`config.mk`:
```
export PLATFORM = sky130hd
export DESIGN_NAME = if_fetch_buffer
export DESIGN_NICKNAME = d
export VERILOG_FILES = /design/src/rtl/if_fetch_buffer.sv
export SDC_FILE = /design/constraint.sdc
export NUM_CORES = 1
export LEC_CHECK = 0
export CORE_AREA = 5 5 180 182
export DETAILED_ROUTE_END_ITERATION = 6
export DIE_AREA = 0 0 185 187
export GPL_TIMING_DRIVEN = 0
export PLACE_DENSITY = 0.82
export SKIP_LAST_GASP = 1
export SLEW_MARGIN = 40
export SYNTH_ARGS = -nofsm -noshare
export SYNTH_HDL_FRONTEND = slang
export SYNTH_SLANG_ARGS = --single-unit
```
`constraint.sdc`:
```
create_clock -name clk_i -period 3.25 [get_ports clk_i]
set_input_delay 0.325 -clock clk_i [delete_from_list [all_inputs] [get_ports clk_i]]
set_output_delay 0.325 -clock clk_i [all_outputs]
set_load 0.1 [all_outputs]
```
`src/rtl/if_fetch_buffer.sv`:
```
// Instruction-fetch prefetch buffer: issues in-order requests to instruction
// memory and queues returned words with their PCs for the decode stage.
module if_fetch_buffer #(
  parameter logic [31:0] RESET_PC = 32'hBFC00000,
  parameter int          DEPTH    = 4
) (
  input  logic        clk_i,
  input  logic        rst_i,
  input  logic        flush_i,
  input  logic [31:0] new_pc_i,
  input  logic        redirect_i,
  input  logic [31:0] redirect_pc_i,
  output logic        imem_req_o,
  output logic [31:0] imem_addr_o,
  input  logic        imem_gnt_i,
  input  logic        imem_rvalid_i,
  input  logic [31:0] imem_rdata_i,
  output logic        out_valid_o,
  output logic [31:0] out_pc_o,
  output logic [31:0] out_instr_o,
  output logic [7:0]  out_except_o,
  input  logic        out_ready_i,
  output logic [31:0] out_pc4_o
);

  localparam int PW = $clog2(DEPTH);
  localparam int CW = $clog2(DEPTH) + 1;
  localparam logic [CW:0] DEPTH_X = (CW+1)'(DEPTH);

  logic [31:0]   fetch_pc;
  logic          halted;
  logic [PW-1:0] rd_ptr, wr_ptr;
  logic [CW-1:0] count, inflight, discard;

  logic [31:0] pc_mem    [DEPTH];
  logic [31:0] instr_mem [DEPTH];
  logic [7:0]  exc_mem   [DEPTH];

  logic          redirect_any;
  logic [31:0]   target_pc;
  logic          aligned;
  logic [CW:0]   occ_sum, out_sum;
  logic          gnt_fire, rvalid_ok, resp_keep, resp_drop;
  logic          mis_push, push, pop;
  logic [31:0]   resp_pc;
  logic [31:0]   push_pc, push_instr;
  logic [7:0]    push_exc;
  logic [CW-1:0] disc_redirect;

  // Requests are gated both by buffer space and by outstanding responses,
  // so neither the FIFO nor the in-flight/discard bookkeeping can overflow.
  always_comb begin
    redirect_any  = flush_i | redirect_i;
    target_pc     = flush_i ? new_pc_i : redirect_pc_i;
    aligned       = (fetch_pc[1:0] == 2'b00);
    occ_sum       = {1'b0, count} + {1'b0, inflight};
    out_sum       = {1'b0, inflight} + {1'b0, discard};
    imem_req_o    = !rst_i && aligned && !halted &&
                    (occ_sum < DEPTH_X) && (out_sum < DEPTH_X);
    imem_addr_o   = fetch_pc;
    gnt_fire      = imem_req_o && imem_gnt_i;
    rvalid_ok     = imem_rvalid_i && ((inflight != '0) || (discard != '0));
    resp_keep     = rvalid_ok && (discard == '0) && !redirect_any;
    resp_drop     = rvalid_ok && (discard != '0);
    mis_push      = !rst_i && !halted && !aligned && (inflight == '0) &&
                    ({1'b0, count} < DEPTH_X) && !redirect_any;
    push          = resp_keep || mis_push;
    pop           = (count != '0) && out_ready_i && !redirect_any;
    // Oldest outstanding request sits inflight words behind the fetch PC.
    resp_pc       = fetch_pc - 32'({inflight, 2'b00});
    push_pc       = mis_push ? fetch_pc : resp_pc;
    push_instr    = mis_push ? 32'h0 : imem_rdata_i;
    push_exc      = mis_push ? 8'h80 : 8'h00;
    disc_redirect = discard + inflight + CW'(gnt_fire) - CW'(rvalid_ok);
  end

  always_ff @(posedge clk_i or posedge rst_i) begin
    if (rst_i) begin
      fetch_pc <= RESET_PC;
      halted   <= 1'b0;
      rd_ptr   <= '0;
      wr_ptr   <= '0;
      count    <= '0;
      inflight <= '0;
      discard  <= '0;
    end else if (redirect_any) begin
      fetch_pc <= target_pc;
      halted   <= 1'b0;
      rd_ptr   <= '0;
      wr_ptr   <= '0;
      count    <= '0;
      inflight <= '0;
      discard  <= disc_redirect;
    end else begin
      if (gnt_fire) fetch_pc <= fetch_pc + 32'd4;
      if (mis_push) halted <= 1'b1;
      if (push) wr_ptr <= wr_ptr + PW'(1);
      if (pop) rd_ptr <= rd_ptr + PW'(1);
      count    <= count + CW'(push) - CW'(pop);
      inflight <= inflight + CW'(gnt_fire) - CW'(resp_keep);
      discard  <= discard - CW'(resp_drop);
    end
  end

  // Storage needs no reset; the head is masked while the buffer is empty.
  always_ff @(posedge clk_i) begin
    if (push) begin
      pc_mem[wr_ptr]    <= push_pc;
      instr_mem[wr_ptr] <= push_instr;
      exc_mem[wr_ptr]   <= push_exc;
    end
  end

  always_comb begin
    out_valid_o  = (count != '0);
    out_pc_o     = out_valid_o ? pc_mem[rd_ptr]    : 32'h0;
    out_instr_o  = out_valid_o ? instr_mem[rd_ptr] : 32'h0;
    out_except_o = out_valid_o ? exc_mem[rd_ptr]   : 8'h00;
    out_pc4_o    = out_pc_o + 32'd4;
  end

endmodule

```
After elaboration in Yosys (flattened, before gate mapping)
Memories as Yosys holds them, arrays and structs flattened.
Cells that the tools add are included.
{"block": "op_classes", "div": 0, "multipliers": 0, "n_reduce_logical": 32, "shift": 0, "n_eq_ne": 0, "bitwise_logic": 1, "n_addsub": 15, "n_lt_le_gt_ge": 3, "muxes": 20}
{"op": "$mux W32", "count": 7}
{"op": "$add A32 B3 Y32 const B", "count": 2}
{"op": "$sub A32 B5 Y32", "count": 1}
{"op": "$logic_and A1 B1 Y1", "count": 16}
{"op": "$mux W8", "count": 2}
{"op": "$sub A3 B1 Y3", "count": 4}
{"op": "$add A3 B1 Y3", "count": 3}
{"op": "$mux W3", "count": 3}
{"op": "$reduce_bool A3 Y1", "count": 3}
{"op": "$add A3 B3 Y4", "count": 2}
{"op": "$lt A4 B3 Y1 const B", "count": 2}
{"op": "$mux W2", "count": 4}
{"op": "$reduce_bool A2 Y1", "count": 4}
{"op": "$logic_not A3 Y1", "count": 2}
{"op": "$add A2 B1 Y2 const B", "count": 2}
{"op": "$logic_not A1 Y1", "count": 4}
{"op": "$mux W1", "count": 4}
{"op": "$add A3 B3 Y3", "count": 1}
{"op": "$lt A3 B3 Y1 const B", "count": 1}
{"op": "$logic_not A2 Y1", "count": 1}
{"op": "$logic_or A1 B1 Y1", "count": 2}
{"op": "$or A1 B1 Y1", "count": 1}
{"block": "word_totals", "latch_bits": 0, "rom_bits": 0, "wordCells": 81, "mem_count": 3, "input_bits": 103, "reg_bits": 46, "ramBits": 288, "output_inout_bits": 138}
{"name": "instr_mem", "words": 4, "word_bits": 32, "rd": 1, "rd_clocked_by_memory_dff": 0, "write_ports": 1, "line_no": "36", "rtl": "logic [31:0] instr_mem [DEPTH];"}
{"name": "pc_mem", "words": 4, "word_bits": 32, "rd": 1, "rd_clocked_by_memory_dff": 0, "write_ports": 1, "line_no": "35", "rtl": "logic [31:0] pc_mem [DEPTH];"}
{"name": "exc_mem", "words": 4, "word_bits": 8, "rd": 1, "rd_clocked_by_memory_dff": 0, "write_ports": 1, "line_no": "37", "rtl": "logic [7:0] exc_mem [DEPTH];"}

Logic depth before layout (Yosys ltp)
Gate-level depths: netlist (run 1).
{"block": "depth", "ltp_word": 10, "depth_mapped": 14, "ltp_nobuf": 14}

Worst setup path before layout (run 1)
OpenSTA, ideal clock, no wires.
{"block": "synth_path", "path_kind": "register to output", "from": "reg count[1]", "to": "out out_pc4_o[30]", "required_time_ps": 2925, "t_arrival_ps": 5678, "path_buffers": 3, "stages_incl_launch_ff": 13, "setup_slack_ps": -2753, "path_cell_list": "dfrtp_1 -> nor3_1 -> inv_1 -> clkbuf_1 -> clkbuf_1 -> and2_1 -> ha_1 -> o31a_1 -> nand4_1 -> or3_1 -> buf_2 -> nor4_1 -> xor2_1"}
{"block": "synth_via", "elab_chain_cells": 3}
{"element": "start: declaration", "line_no": "33", "rtl": "logic [CW-1:0] count, inflight, discard;"}
{"element": "start signal: assignment", "line_no": "99", "rtl": "count <= count + CW'(push) - CW'(pop);"}
{"element": "$reduce_bool A3 Y1", "line_no": "115", "rtl": "out_valid_o = (count != '0);"}
{"element": "named net out_valid_o", "line_no": "18", "rtl": "output logic out_valid_o,"}
{"element": "$mux W32", "line_no": "116", "rtl": "out_pc_o = out_valid_o ? pc_mem[rd_ptr] : 32'h0;"}
{"element": "named net out_pc_o[3]", "line_no": "19", "rtl": "output logic [31:0] out_pc_o,"}
{"element": "$add A32 B3 Y32", "line_no": "119", "rtl": "out_pc4_o = out_pc_o + 32'd4;"}
{"element": "end: declaration", "line_no": "23", "rtl": "output logic [31:0] out_pc4_o"}
The timed path passes the listed nets, and every way through them passes these cells.

Final worst setup path (run 1)
{"block": "layout_path", "from": "reg rd_ptr[0]", "to": "out out_pc4_o[26]"}
{"block": "layout_via", "elab_chain_cells": 3}
{"element": "start: declaration", "line_no": "32", "rtl": "logic [PW-1:0] rd_ptr, wr_ptr;"}
{"element": "start signal: assignment", "line_no": "98", "rtl": "if (pop) rd_ptr <= rd_ptr + PW'(1);"}
{"element": "$mem_v2 Z4 W32"}
{"element": "$mux W32", "line_no": "116"}
{"element": "$add A32 B3 Y32", "line_no": "119"}
No other way between the ends.

==> results of run 1 <==
-- power by group --
group / leakage (µW) / switching, µW / internal [µW]
logic: 0.00418 / 1050 / 488
registers: 0.00290 / 94.3 / 4420
clock network: 0.000446 / 1420 / 1850
total: 0.00753 / 2570 / 6750
-- critical path: stages, from the launching register on --
cell and delay (ps):
dfrtp_1 430, buf_12 150, mux4_2 400, and2_4 190
ha_4 150, o31a_1 170, nand4_1 160, or3_4 410
buf_12 160, nor3_4 290, xor2_4 190, buf_12 190
-- final timing paths --
path	slack, ps	from	cells after the start	to
min	180	rst_i	2	imem_addr_o[20]$_DFFE_PP0P_
min reg2reg	520	halted$_DFFE_PP0P_	2	halted$_DFFE_PP0P_
max reg2reg	150	count[2]$_DFF_PP0_	14	count[2]$_DFF_PP0_
max in group asynchronous	2560	rst_i	3	imem_addr_o[23]$_DFFE_PP1P_
max	-510	rd_ptr[0]$_DFFE_PP0P_	11	out_pc4_o[26]
min in group clk_i	310	new_pc_i[10]	3	imem_addr_o[10]$_DFFE_PP0P_
-- cell usage after synthesis, types with 17 or more instances --
master | n | share of area, %
a211oi_1 | 17 | 0.86
a21oi_1 | 34 | 1.1
and2_1 | 105 | 4.4
clkbuf_1 | 45 | 1.1
dfrtp_1 | 37 | 6.2
edfxtp_1 | 260 | 53
ha_1 | 21 | 1.8
inv_1 | 31 | 0.78
mux4_2 | 64 | 9.7
nand2_1 | 39 | 0.99
nand3_1 | 30 | 1.0
nand4_1 | 22 | 0.93
nor2_1 | 41 | 1.0
nor3_1 | 28 | 0.95
nor4_1 | 21 | 0.89
xnor2_1 | 29 | 1.7
xor2_1 | 49 | 2.9
-- routing by layer --
metal / track usage [%] / share of wire (%) / up-vias
met4: 6.296 / 2.7 / 0
met2: 36.90 / 49 / 554
li1: - / - / 4664
met3: 4.745 / 9.3 / 75
met5: 0 / 0 / -
met1: 30.29 / 39 / 5122
-- sequential cells by signal (all words and copies together), names as in the netlist --
signal / flops
count: 3
discard: 3
exc_mem: 4
halted: 1
imem_addr_o: 32
inflight: 3
instr_mem: 128
pc_mem: 128
rd_ptr: 2
wr_ptr: 2
-- kinds of logic (layout without fill, tap and decap cells) --
family / after synthesis / after routing
AOI/OAI and AO/OA: 116 / 116
xor gates and xnor gates: 78 / 78
adders and majority gates: 26 / 26
buffers and inverters: 116 / 463
DFF: 306 / 306
muxes: 75 / 75
other: 1 / 8
and+or+nand+nor: 342 / 342
-- area by class of cell --
type                    count  area, µm²  area share (%)
diodes                      1      2.502         0.01238
plain buffers              77      605.6           2.996
clock buffers              36      773.2           3.825
clock inverters            16      143.9          0.7119
inverters                  36      153.9          0.7614
multi-input cells         644       6276           31.05
flip-flops and latches    306       8975           44.40
well taps                 396      495.5           2.451
repair buffers            298       2788           13.79
-- through the flow --
stage	power, µW	hold slack, ps	cell area [µm²]	setup TNS, ps	setup WS [ps]
floorplan	5614	444.4	15520	-3286	-373.4
global placement	6041	497.9	18320	-305180	-1480
detailed placement	6026	496.0	17810	-59840	-784.8
CTS	9309	182.6	19870	-7803	-484.3
global route	9633	200.6	20210	-9501	-594.5
finish	9317	183.6	20210	-7135	-511.1
-- timing repair --
action,CTS,global route
pin swaps,37,26
cloned,1,1
resized for setup,222,54
hold endpoints to repair,0,0
setup endpoints to repair,80,68
setup buffers,36,25
==> impl_metrics.toml, run 1 <==
[floorplan]
die_x_um = 185
io_pins = 241
die_h_um = 187
rows = 64
dieArea_um2 = 34600
start_util_pct = 48.72
coreArea_um2 = 30430

[sta]
finalSetupViolations = 23
worst_slack_ps = -511.1
worstMarginPinSlew_ps = 635.5
drv_slew = 0
rsz0062_at_grt = "true"
skew_ps = 31.50
min_period_ps = 3761
fin_crit_sh_pct = 115.7
slew_headroom_pct = 57.40
max_freq_mhz = 265.9
finalHoldViolCount = 0

[global_routing]
grt_pass1_wl_mm = 60.89
antenna_found_initial = 1
grt_max_degree = 36
grt_pass1_vias = 10665
grt-ovfl-total = 0
grt_usage_pct = 22.38

[critical_path]
critPathArrivalTime_ps = 3440
cp_max_fo = 5
critPathCaptureType = "output pin"
cp.required_ps = 2920
path_class = "reg -> out"
start_kind = "flip-flop"

[power_and_ir_drop]
p_leak_uw = 0.007531
ir_drop_mv = 0.4388
p_per_area_nw_per_um2 = 460.9

[drt]
wl_per_cell_um = 22.11
drt-total-wl_mm = 40.02
first_iter_violations = 1087
vias = 10415
dr.pass1.iters = 5
antenna_left = 0
via_per_inst = 5.754
drc_errors = 0

[logic_synthesis]
synth_compound_area_share_pct = 5.241
syn_area_um2 = 14830
synthCells = 1060
yosysSeqAreaShare_pct = 60.50
synth_top_family_by_area = "simple AND/OR/NAND/NOR gates"
synthSimpleGateAreaFrac_pct = 13.11
avgSynthCellArea_um2 = 13.99
synth_edf_count = 260
yosys_warnings = 0
synthMuxAreaShare_pct = 10.47
synthDistinctLibCells = 63
synth_ff_type = "edfxtp_1"
synth_seq_cells = 306
synthAdderAreaFrac_pct = 2.447
synth_xor_area_share_pct = 4.608
synthArstFlopShare_pct = 15.03

[place]
dp_hpwl_mm = 27.08
gp_congestion = 0.8873
placed_cells = 1699
io_buffers = 231

[finish]
finish.utilization_pct = 66.43
final_cells = 1810
layout_commonest_cell = "edfxtp_1"
fill_cells = 2084
final_net_count = 1522
drive_gt1_share_pct = 32.55
layout_common_cells = "260 x edfxtp_1, 100 x clkdlybuf4s50_1, 95 x and2_1, 95 x buf_4, 72 x buf_2"
area_growth_pct = 36.34

[clock_tree]
cts-root-buf = "clkbuf_16"
cts_tree = "done"
hold_buffers = 0
clockBufferDepth = 3
clkTransAtPathRegs_ps = 70
clock_latency_ps = 570
cts.sink_count = 306
numCtsBuffers = 30
cts.htree.levels = 1

[run_status]
violations = "negative setup slack"
status = "finished with violations"

[min_path]
min-delay-path-class = "in -> async"

[flow_run]
drv_cap = 0
No activity file was read; power rests on OpenSTA's default activity.
==> run 2: changes to the inputs <==
--- a/config.mk
+++ b/config.mk
@@ -5,11 +5,11 @@
 export SDC_FILE = /design/constraint.sdc
 export NUM_CORES = 1
 export LEC_CHECK = 0
-export CORE_AREA = 5 5 180 182
+export CORE_AREA = 2 2 176 178
 export DETAILED_ROUTE_END_ITERATION = 6
-export DIE_AREA = 0 0 185 187
+export DIE_AREA = 0 0 178 180
 export GPL_TIMING_DRIVEN = 0
-export PLACE_DENSITY = 0.82
+export PLACE_DENSITY = 0.79
 export SKIP_LAST_GASP = 1
 export SLEW_MARGIN = 40
 export SYNTH_ARGS = -nofsm -noshare
==> constraint.sdc (replaced) <==
create_clock -name clk_i -period 3.9 [get_ports clk_i]
set_input_delay 0.39 -clock clk_i [delete_from_list [all_inputs] [get_ports clk_i]]
set_output_delay 0.39 -clock clk_i [all_outputs]
set_load 0.1 [all_outputs]
==> run 2 against run 1 <==
Against the previous run: the run now ends clean; flip-flop and latch count did not move; die area down 7.4%; total power down 16%; worst setup slack better by 540 ps; utilization down 3.3 points; critical path type unchanged; clock skew fell by 13 ps; design area shrank 5.8%; non-clock buffer count down 33; sequential power fell by 17%.
==> impl_metrics.toml, run 2 (same netlist as run 1, synthesis figures left out) <==
[place]
io_buffers = 231
placed_cells = 1698
dp_hpwl_mm = 25.47
gp_congestion = 0.8879
dpl_cell_area_um2 = 17490

[sta]
worst_hold_slack_ps = 161.7
drv_slew = 0
worstMarginPinSlew_ps = 804.9
fin_crit_sh_pct = 99.27
max_freq_mhz = 258.3
finalSetupViolations = 0
slew_headroom_pct = 46.34
min_period_ps = 3871
rsz0062_at_grt = "true"
finalHoldViolCount = 0
skew_ps = 18.78

[drt]
dr.pass1.iters = 5
first_iter_violations = 708
drc_errors = 0
antenna_left = 0
via_per_inst = 5.683
vias = 10121
drt-total-wl_mm = 36.88
wl_per_cell_um = 20.71

[critical_path]
critPathArrivalTime_ps = 3480
cp.required_ps = 3510
critPathCaptureType = "output pin"
start_kind = "flip-flop"
cp_max_fo = 6
path_class = "reg -> out"

[clock_tree]
numCtsBuffers = 30
clockBufferDepth = 3
cts.sink_count = 306
clock_latency_ps = 570
cts.htree.levels = 1
cts-root-buf = "clkbuf_16"
clkTransAtPathRegs_ps = 60
cts_tree = "done"

[power_and_ir_drop]
p_leak_uw = 0.007100
p_per_area_nw_per_um2 = 411.7
ir_drop_mv = 0.4098

[floorplan]
die_x_um = 178
dieArea_um2 = 32040
coreArea_um2 = 30190
rows = 64
die_h_um = 180
io_pins = 241
start_util_pct = 49.11

[global_routing]
grt-ovfl-total = 0
grt_usage_pct = 23.10
use_met2_pct = 37.61
grt.met3_usage_pct = 4.336
grt_pass1_vias = 10250
met1_usage_pct = 31.76
grt_max_degree = 42
globalRoute.busiestLayer = "met2"
grt_pass1_wl_mm = 57.19
antenna_found_initial = 1

[finish]
layout_common_cells = "260 x edfxtp_1, 116 x buf_2, 100 x and2_1, 100 x clkdlybuf4s50_1, 64 x mux4_2"
final_cells = 1781
final_cell_area_um2 = 19040
layout_commonest_cell = "edfxtp_1"
drive_gt1_share_pct = 28.54
area_growth_pct = 28.45
final_net_count = 1489

[min_path]
min-delay-path-class = "in -> async"

[flow_run]
drv_cap = 0

[run_status]
status = "complete, no violations"
run 2: changes by cell type in the layout (fill, tap and decap cells not counted), sizes merged:
cell      previous run  this run
clkinvlp             2         1
inv                 36        35
clkinv              12        14
buf                225       195
clkbuf              86        87
run 2: layout make-up:
type	instances	area, µm²
antenna	1	2.502
buffer	78	466.7
clock buffer	40	838.3
clock inverter	16	170.2
fill	2192	11150
inverter	36	153.9
multi-input combinational	644	5842
sequential	306	8976
tap	396	495.5
timing repair buffer	264	2098
run 2: final timing paths:
| kind | start | end | slack (ps) | cells past startpoint |
|---|---|---|---|---|
| worst max register to register | inflight[1]$_DFF_PP0_ | inflight[2]$_DFF_PP0_ | 320 | 14 |
| worst max-delay path | rd_ptr[0]$_DFFE_PP0P_ | out_pc4_o[28] | 30 | 12 |
| max in group asynchronous | rst_i | imem_addr_o[23]$_DFFE_PP1P_ | 3240 | 3 |
| worst min-delay path | rst_i | imem_addr_o[7]$_DFFE_PP0P_ | 160 | 2 |
| worst min register to register | halted$_DFFE_PP0P_ | halted$_DFFE_PP0P_ | 520 | 2 |
| min in group clk_i | redirect_i | imem_addr_o[1]$_DFFE_PP0P_ | 320 | 3 |
run 2: power breakdown:
group          switching [µW]  total, µW  internal, µW  leakage [µW]
Sequential               80.3       3760          3680       0.00290
Clock                    1230       2880          1650      0.000497
Combinational             841       1200           359       0.00370
Total                    2150       7840          5690       0.00710
run 2: worst max-delay path, cell delays in order, from the launching register on:
cell and delay [ps]:
dfrtp_2 440, buf_12 140, mux4_2 430, nand2_8 100, inv_16 60, ha_4 140, o31a_1 150, nand4_1 120
or3_1 370, buf_6 170, nor4_4 380, xor2_4 190, buf_12 190
run 2: layer usage:
| metal | up-vias | wire length, µm |
|---|---|---|
| li1 | 4580 | - |
| met1 | 5018 | 15110 |
| met2 | 456 | 17940 |
| met3 | 67 | 3019 |
| met4 | 0 | 809 |
| met5 | - | 0 |
run 2: timing repair:
item                                    CTS  global route
buffers inserted                         18            10
pin swaps                                17             8
hold buffers                              0             0
hold endpoints to repair                  0             0
endpoints found under the setup margin   64            42
resized for setup                        75            14
run 2: stage by stage:
stage / power, µW / setup TNS (ps) / setup slack, ps / utilization, %
6_report: 7839 / 0 / 28.64 / 63.08
3_5_place_dp: 5010 / -377.9 / -280.1 / 57.93
2_1_floorplan: 4674 / -96.62 / -96.62 / -
4_1_cts: 7862 / -298.7 / -102.1 / 62.72
3_3_place_gp: 5030 / -444030 / -1624 / 59.69
5_1_grt: 8113 / -187.5 / -77.89 / 63.08
==> run 3: changes to the inputs <==
--- a/config.mk
+++ b/config.mk
@@ -5,6 +5,7 @@
 export SDC_FILE = /design/constraint.sdc
 export NUM_CORES = 1
 export LEC_CHECK = 0
+export ABC_AREA = 0
 export CORE_AREA = 2 2 176 178
 export DETAILED_ROUTE_END_ITERATION = 6
 export DIE_AREA = 0 0 178 180
==> results of run 3 <==
Final layout, timing and power as in run 2 (identical DEF).
